==> src/rtl/fetch_unit.sv <==
// fetch_unit: instruction-fetch front end; holds the PC, drives imem
// requests and presents fetched words to decode in a one-entry register.
//
// Ports:
//   clock, reset (async, active-low)
//   imem_req/imem_addr  -> request; imem_ready/imem_rdata <- completion
//   redirect/redirect_pc -> non-sequential target from next-PC logic
//   id_ready <- decode accepts; id_valid/id_pc/id_pc_plus1/id_insn -> decode
module fetch_unit #(
  parameter logic [11:0] RESET_PC = 12'd0
) (
  input  logic        clock,
  input  logic        reset,
  output logic        imem_req,
  output logic [11:0] imem_addr,
  input  logic        imem_ready,
  input  logic [31:0] imem_rdata,
  input  logic        redirect,
  input  logic [11:0] redirect_pc,
  input  logic        id_ready,
  output logic        id_valid,
  output logic [11:0] id_pc,
  output logic [11:0] id_pc_plus1,
  output logic [31:0] id_insn
);

  typedef enum logic [1:0] {
    BOOT  = 2'd0,
    FETCH = 2'd1,
    DRAIN = 2'd2
  } state_t;

  state_t      state;
  logic [11:0] pc;
  logic [11:0] drain_addr;
  logic        fire;
  logic        stall_req;
  logic        consume;

  // A request with a full output register only exists when decode is
  // draining it this cycle, so the request stays stable across waits.
  assign imem_req = (state == DRAIN) ||
                    ((state == FETCH) && (!id_valid || id_ready));

  assign imem_addr = (state == DRAIN) ? drain_addr : pc;

  assign fire      = imem_req && imem_ready;
  assign stall_req = imem_req && !imem_ready;
  assign consume   = id_valid && id_ready;

  always_ff @(posedge clock or negedge reset) begin
    if (!reset) begin
      state       <= BOOT;
      pc          <= RESET_PC;
      drain_addr  <= RESET_PC;
      id_valid    <= 1'b0;
      id_pc       <= 12'd0;
      id_pc_plus1 <= 12'd0;
      id_insn     <= 32'd0;
    end else begin
      unique case (state)
        BOOT: begin
          state <= FETCH;
          if (redirect) begin
            pc       <= redirect_pc;
            id_valid <= 1'b0;
          end
        end
        FETCH: begin
          if (redirect) begin
            pc       <= redirect_pc;
            id_valid <= 1'b0;
            // The abandoned request must still be completed before the
            // target can be issued; remember where it was going.
            if (stall_req) begin
              state      <= DRAIN;
              drain_addr <= pc;
            end
          end else if (fire) begin
            id_valid    <= 1'b1;
            id_pc       <= pc;
            id_pc_plus1 <= pc + 12'd1;
            id_insn     <= imem_rdata;
            pc          <= pc + 12'd1;
          end else if (consume) begin
            id_valid <= 1'b0;
          end
        end
        DRAIN: begin
          if (redirect) begin
            pc       <= redirect_pc;
            id_valid <= 1'b0;
          end
          if (imem_ready) begin
            state <= FETCH;
          end
        end
        default: begin
          state <= BOOT;
        end
      endcase
    end
  end

endmodule

==> config.mk <==
export PLATFORM = sky130hd
export DESIGN_NAME = fetch_unit
export DESIGN_NICKNAME = d
export VERILOG_FILES = /design/src/rtl/fetch_unit.sv
export SDC_FILE = /design/constraint.sdc
export NUM_CORES = 1
export LEC_CHECK = 0
export BUFFER_PORTS_ARGS = -buffer_cell sky130_fd_sc_hd__buf_4
export CAP_MARGIN = 5
export CORE_MARGIN = 2
export CORE_UTILIZATION = 51
export CTS_CLUSTER_DIAMETER = 120
export DETAILED_ROUTE_END_ITERATION = 8
export MAX_ROUTING_LAYER = met4
export PLACE_DENSITY = 0.81
export SYNTH_ARGS = -nofsm -noshare
export SYNTH_HDL_FRONTEND = slang
export SYNTH_SLANG_ARGS = --single-unit
==> constraint.sdc <==
create_clock -name clock -period 1.77 [get_ports clock]
set_input_delay 0.177 -clock clock [delete_from_list [all_inputs] [get_ports clock]]
set_output_delay 0.177 -clock clock [all_outputs]
set_load 0.01 [all_outputs]
## Word level (Yosys, flattened, before mapping)

Index checks and enable logic that the tools add are counted.
Widths: inputs -> output; s select.

- Input port bits: 49
- Flip-flop bits (word level): 83
- Output and inout bits: 70
- Word-level logic and storage cells: 47

- Reduce and logical (&&, ||, !) cells: 16
- Bitwise operators: 1
- Equality and inequality tests: 8
- Muxes and demuxes: 14
- $add $sub $neg: 1

Operator list:

| operator | number |
|---|---|
| $mux 12 | 4 |
| $pmux 12 s2 | 1 |
| $reduce_and 3->1 | 5 |
| $add 12x1->12 const B | 1 |
| $mux 2 | 3 |
| $ne 2x2->1 const B | 3 |
| $pmux 2 s3 | 1 |
| $logic_and 1x1->1 | 4 |
| $mux 1 | 4 |
| $ne 4x4->1 const B | 1 |
| $ne 3x3->1 const B | 1 |
| $eq 2x1->1 const B | 1 |
| $eq 2x2->1 const B | 1 |
| $logic_not 1->1 | 2 |
| $logic_not 2->1 | 1 |
| $logic_or 1x1->1 | 2 |
| $ne 2x1->1 const B | 1 |
| $pmux 1 s2 | 1 |
| $reduce_bool 2->1 | 1 |
| $reduce_or 2->1 | 1 |
| $not 1->1 | 1 |

## Logic depth before layout (Yosys ltp)

- Depth after elaboration: 8
- Depth in mapped cells: 7
- Depth with buffers taken out: 5

## Least setup slack after synthesis

Ideal clock, no wire load.

- Kind: flip-flop to flip-flop
- From: register pc[0]
- To: register pc[6]
- Stages on the path, launching flop included: 6
- Data arrival time: 1.469 ns
- Clock period less this slack: 1.548 ns
- Setup time: 0.079 ns
- Buffers on the path: 0
- Slack: 0.222 ns
- Data required time: 1.691 ns
- Cells stage by stage: dfrtp_1 > ha_1 > and3_1 > nand3_1 > a211oi_1 > a2bb2oi_1

- Word-level cells in the longest chain between the ends: 4

RTL lines:

| element | line | text |
|---|---|---|
| from (decl) | 34 | `logic [11:0] pc;` |
| from (signal assigned) | 65 | `pc <= redirect_pc;` |
| from (signal assigned) | 71 | `pc <= redirect_pc;` |
| from (signal assigned) | 84 | `pc <= pc + 12'd1;` |
| $add 12x1->12 | 84 |  |
| $mux 12 | 79 | `end else if (fire) begin` |
| $mux 12 | 70 | `if (redirect) begin` |
| $pmux 12 s2 | 61 | `unique case (state)` |

No other way between the ends. The select of a mux whose other input is x is not followed.
A chain may end at the register's enable or synchronous reset.

## Worst setup path in the final report

- From: register state[1]
- To: output port imem_addr[11]

- Word-level cells in the longest chain between the ends: 2

RTL lines:

| element | line | text |
|---|---|---|
| from (decl) | 33 | `state_t state;` |
| from (signal assigned) | 53 | `state <= BOOT;` |
| from (signal assigned) | 63 | `state <= FETCH;` |
| from (signal assigned) | 76 | `state <= DRAIN;` |
| $eq 2x2->1 | 45 | `assign imem_addr = (state == DRAIN) ? drain_addr : pc;` |
| $mux 12 | 45 |  |
| to (decl) | 15 | `output logic [11:0] imem_addr,` |

No other way between the ends.

==> qor.yml <==
critPathKind: "reg2out"
end_kind: "output pin"
place_ws_ns: 0.1202
n_fill_cell: 577
overflow: 0
fmax_mhz: 598.9
die_area_sq_um: 8126
clock_tree.buffer_depth: 2
fin_skew_ns: 0.007533
root_buffer: "clkbuf_8"
seq_area_sq_um: 2082
initial_core_util_pct: 52.46
synth_nets: 468
synth_edf_count: 0
multi_input_area_sq_um: 1541
portBuffers: 118
maxCapViolCount: 0
final_nets: 582
die_w_um: 90.15
maxSlewViolCount: 0
instances_no_fill: 636
period_share_pct: 94.34
hold_viol: 0
syn_area_per_cell_sq_um: 9.055
clock_latency_ns: 0.34
post-route-util_pct: 69.89
drive_gt1_share_pct: 30.91
core_area_sq_um: 7214
wl_met2_um: 4334
drc_errors: 0
drtIter0Drc: 212
synthFlopType: "dfrtp_1"
dpl.hpwl_um: 6467
rrSetupSlack_ns: 0.12
yosys_warnings: 0
period_minus_slack_ns: 1.670
yosys.cell_types.count: 47
leakage_uw: 0.002610
synthTopCellsByArea: "dfrtp_1, nand2_1, buf_2, mux2_1, o21ai_0"
arrival_ns: 1.49
grt_max_degree: 58
placedCellCount: 619
die_h_um: 90.15
synth.most_common_cell: "nand2_1"
top_layer: "met4"
grt_antenna_before_repair: 0
routed-wl-met3_um: 555
dr.pass1.iters: 4
cts_sinks: 83
viasPerCell: 5.193
wl_per_cell_um: 14.37
ant_nets: 0
async_flop_share_pct: 100.0
rsz0062_at_grt: "no"
synth_area_sq_um: 3785
io_pins: 119
synth_seq_area_share_pct: 54.88
area_growth_pct: 33.22
wl_um: 9139
grt_pass1_wl_um: 15390
tightest_slew_ns: 0.5973
netlist_top_cells_count: "nand2_1, dfrtp_1, buf_2, o21ai_0, clkbuf_1"
route.vias.total: 3303
wl_met1_um: 4084
final-setup-viol-count: 0
rows: 31
outcome: "completed"
min_path_type: "in2reg"
routabilityCongestion: 0.8534
synth_top_area_cell: "dfrtp_1"
tns_ns: 0
irDropWorstVdd_uv: 879.8
cts_htree_levels: 3
clk_pin_slew_ns: 0.08
setup_ws_ns: 0.1001
worst_ep_required_time_ns: 1.59
worstPathMaxFanout: 13
gr-usage-all-layers_pct: 24.19
ys_ff_latch: 83
cp-start-kind: "register"
syn_inst: 418
numCtsBuffers: 9
power_density_nw_per_um2: 1768
cts_tree: "done"
antennaDiodeCount: 0
synth_top_area_share_pct: 54.88
slew_headroom_pct: 60.18
grt_pass1_vias: 3165
what timing repair did:
action,4_1_cts,5_1_grt
buffers inserted,0,0
gates resized for setup,1,5
hold buffers,1,0
endpoints found under the setup margin,10,14
hold endpoints to repair,44,0
path summary, 6_finish.rpt:
| check | start | endpoint | cells past startpoint |
|---|---|---|---|
| min in group asynchronous | reset | id_insn[15] | 2 |
| worst min register to register | id_insn[4] | id_insn[4] | 2 |
| worst max-delay path | state[1] | imem_addr[11] | 4 |
| worst min-delay path | imem_rdata[12] | id_insn[12] | 3 |
| worst max register to register | pc[6] | pc[11] | 4 |
| max in group asynchronous | reset | pc[2] | 3 |
metal layers:
layer / track usage, % / up-vias
met3: 4.359 / 19
met5: - / -
li1: - / 1587
met2: 37.22 / 129
met4: 9.231 / 0
met1: 32.38 / 1568
worst max-delay path: stages, from the launching register on:
cell	delay, ns
dfrtp_2	0.48
nor2b_1	0.16
buf_4	0.18
o21ai_0	0.18
buf_4	0.15
flip-flops by register name (all words and copies together) (netlist names):
signal / flops
id_insn: 32
id_valid: 1
id_pc: 12
id_pc_plus1: 12
drain_addr: 12
state: 2
pc: 12
layout make-up:
cell class	count	share of cell area, %
timing repair buffer	136	21.04
sequential	83	41.29
clock inverter	5	1.687
tap	99	2.457
multi-input combinational	300	30.57
clock buffer	11	2.804
inverter	2	0.1489
stage by stage:
| stage | area [sq um] | hold slack [ns] | total power, uW |
|---|---|---|---|
| after floorplan | 3785 | -0.1186 | 5498 |
| after global placement | 4793 | 0.2081 | 7269 |
| after detailed placement | 4793 | 0.2170 | 7438 |
| after CTS | 5032 | 0.001694 | 8973 |
| after global routing | 5042 | 0.01657 | 9542 |
| final | 5042 | 0.01772 | 8915 |
cells in the final DEF, fill, tap and decap left out, types with 2 or more instances in the layout:
cell	n
xnor2_1	5
bufinv_16	2
a2bb2oi_1	7
mux2_2	5
and2_1	2
nand4_1	2
nor2_1	9
and3_1	2
nand3_1	3
inv_1	2
dfrtp_1	79
a31oi_1	2
o31ai_1	4
o22ai_1	5
a211oi_1	6
mux2_1	6
nand2_1	187
buf_4	132
clkbuf_8	10
o21ai_1	5
nand2b_1	3
dfrtp_2	4
o21ai_0	13
nor3_1	4
xor2_1	5
nor2b_1	4
buf_12	3
nand4b_1	2
logic make-up after synthesis:
logic type,share of synthesized area [%]
flip-flops,54.88
AND/OR/NAND/NOR,25.36
multiplexers,3.537
adder cells (fa/ha/maj),0.3305
buffers and inverters,4.595
XOR/XNOR,2.314
AO/OA/AOI/OAI,8.992
power breakdown:
part | total, uW | switching (uW) | internal [uW]
sequential | 3410 | 599 | 2810
clock | 1510 | 666 | 841
combinational | 3990 | 2020 | 1970
(Power assumes the default switching activity.)
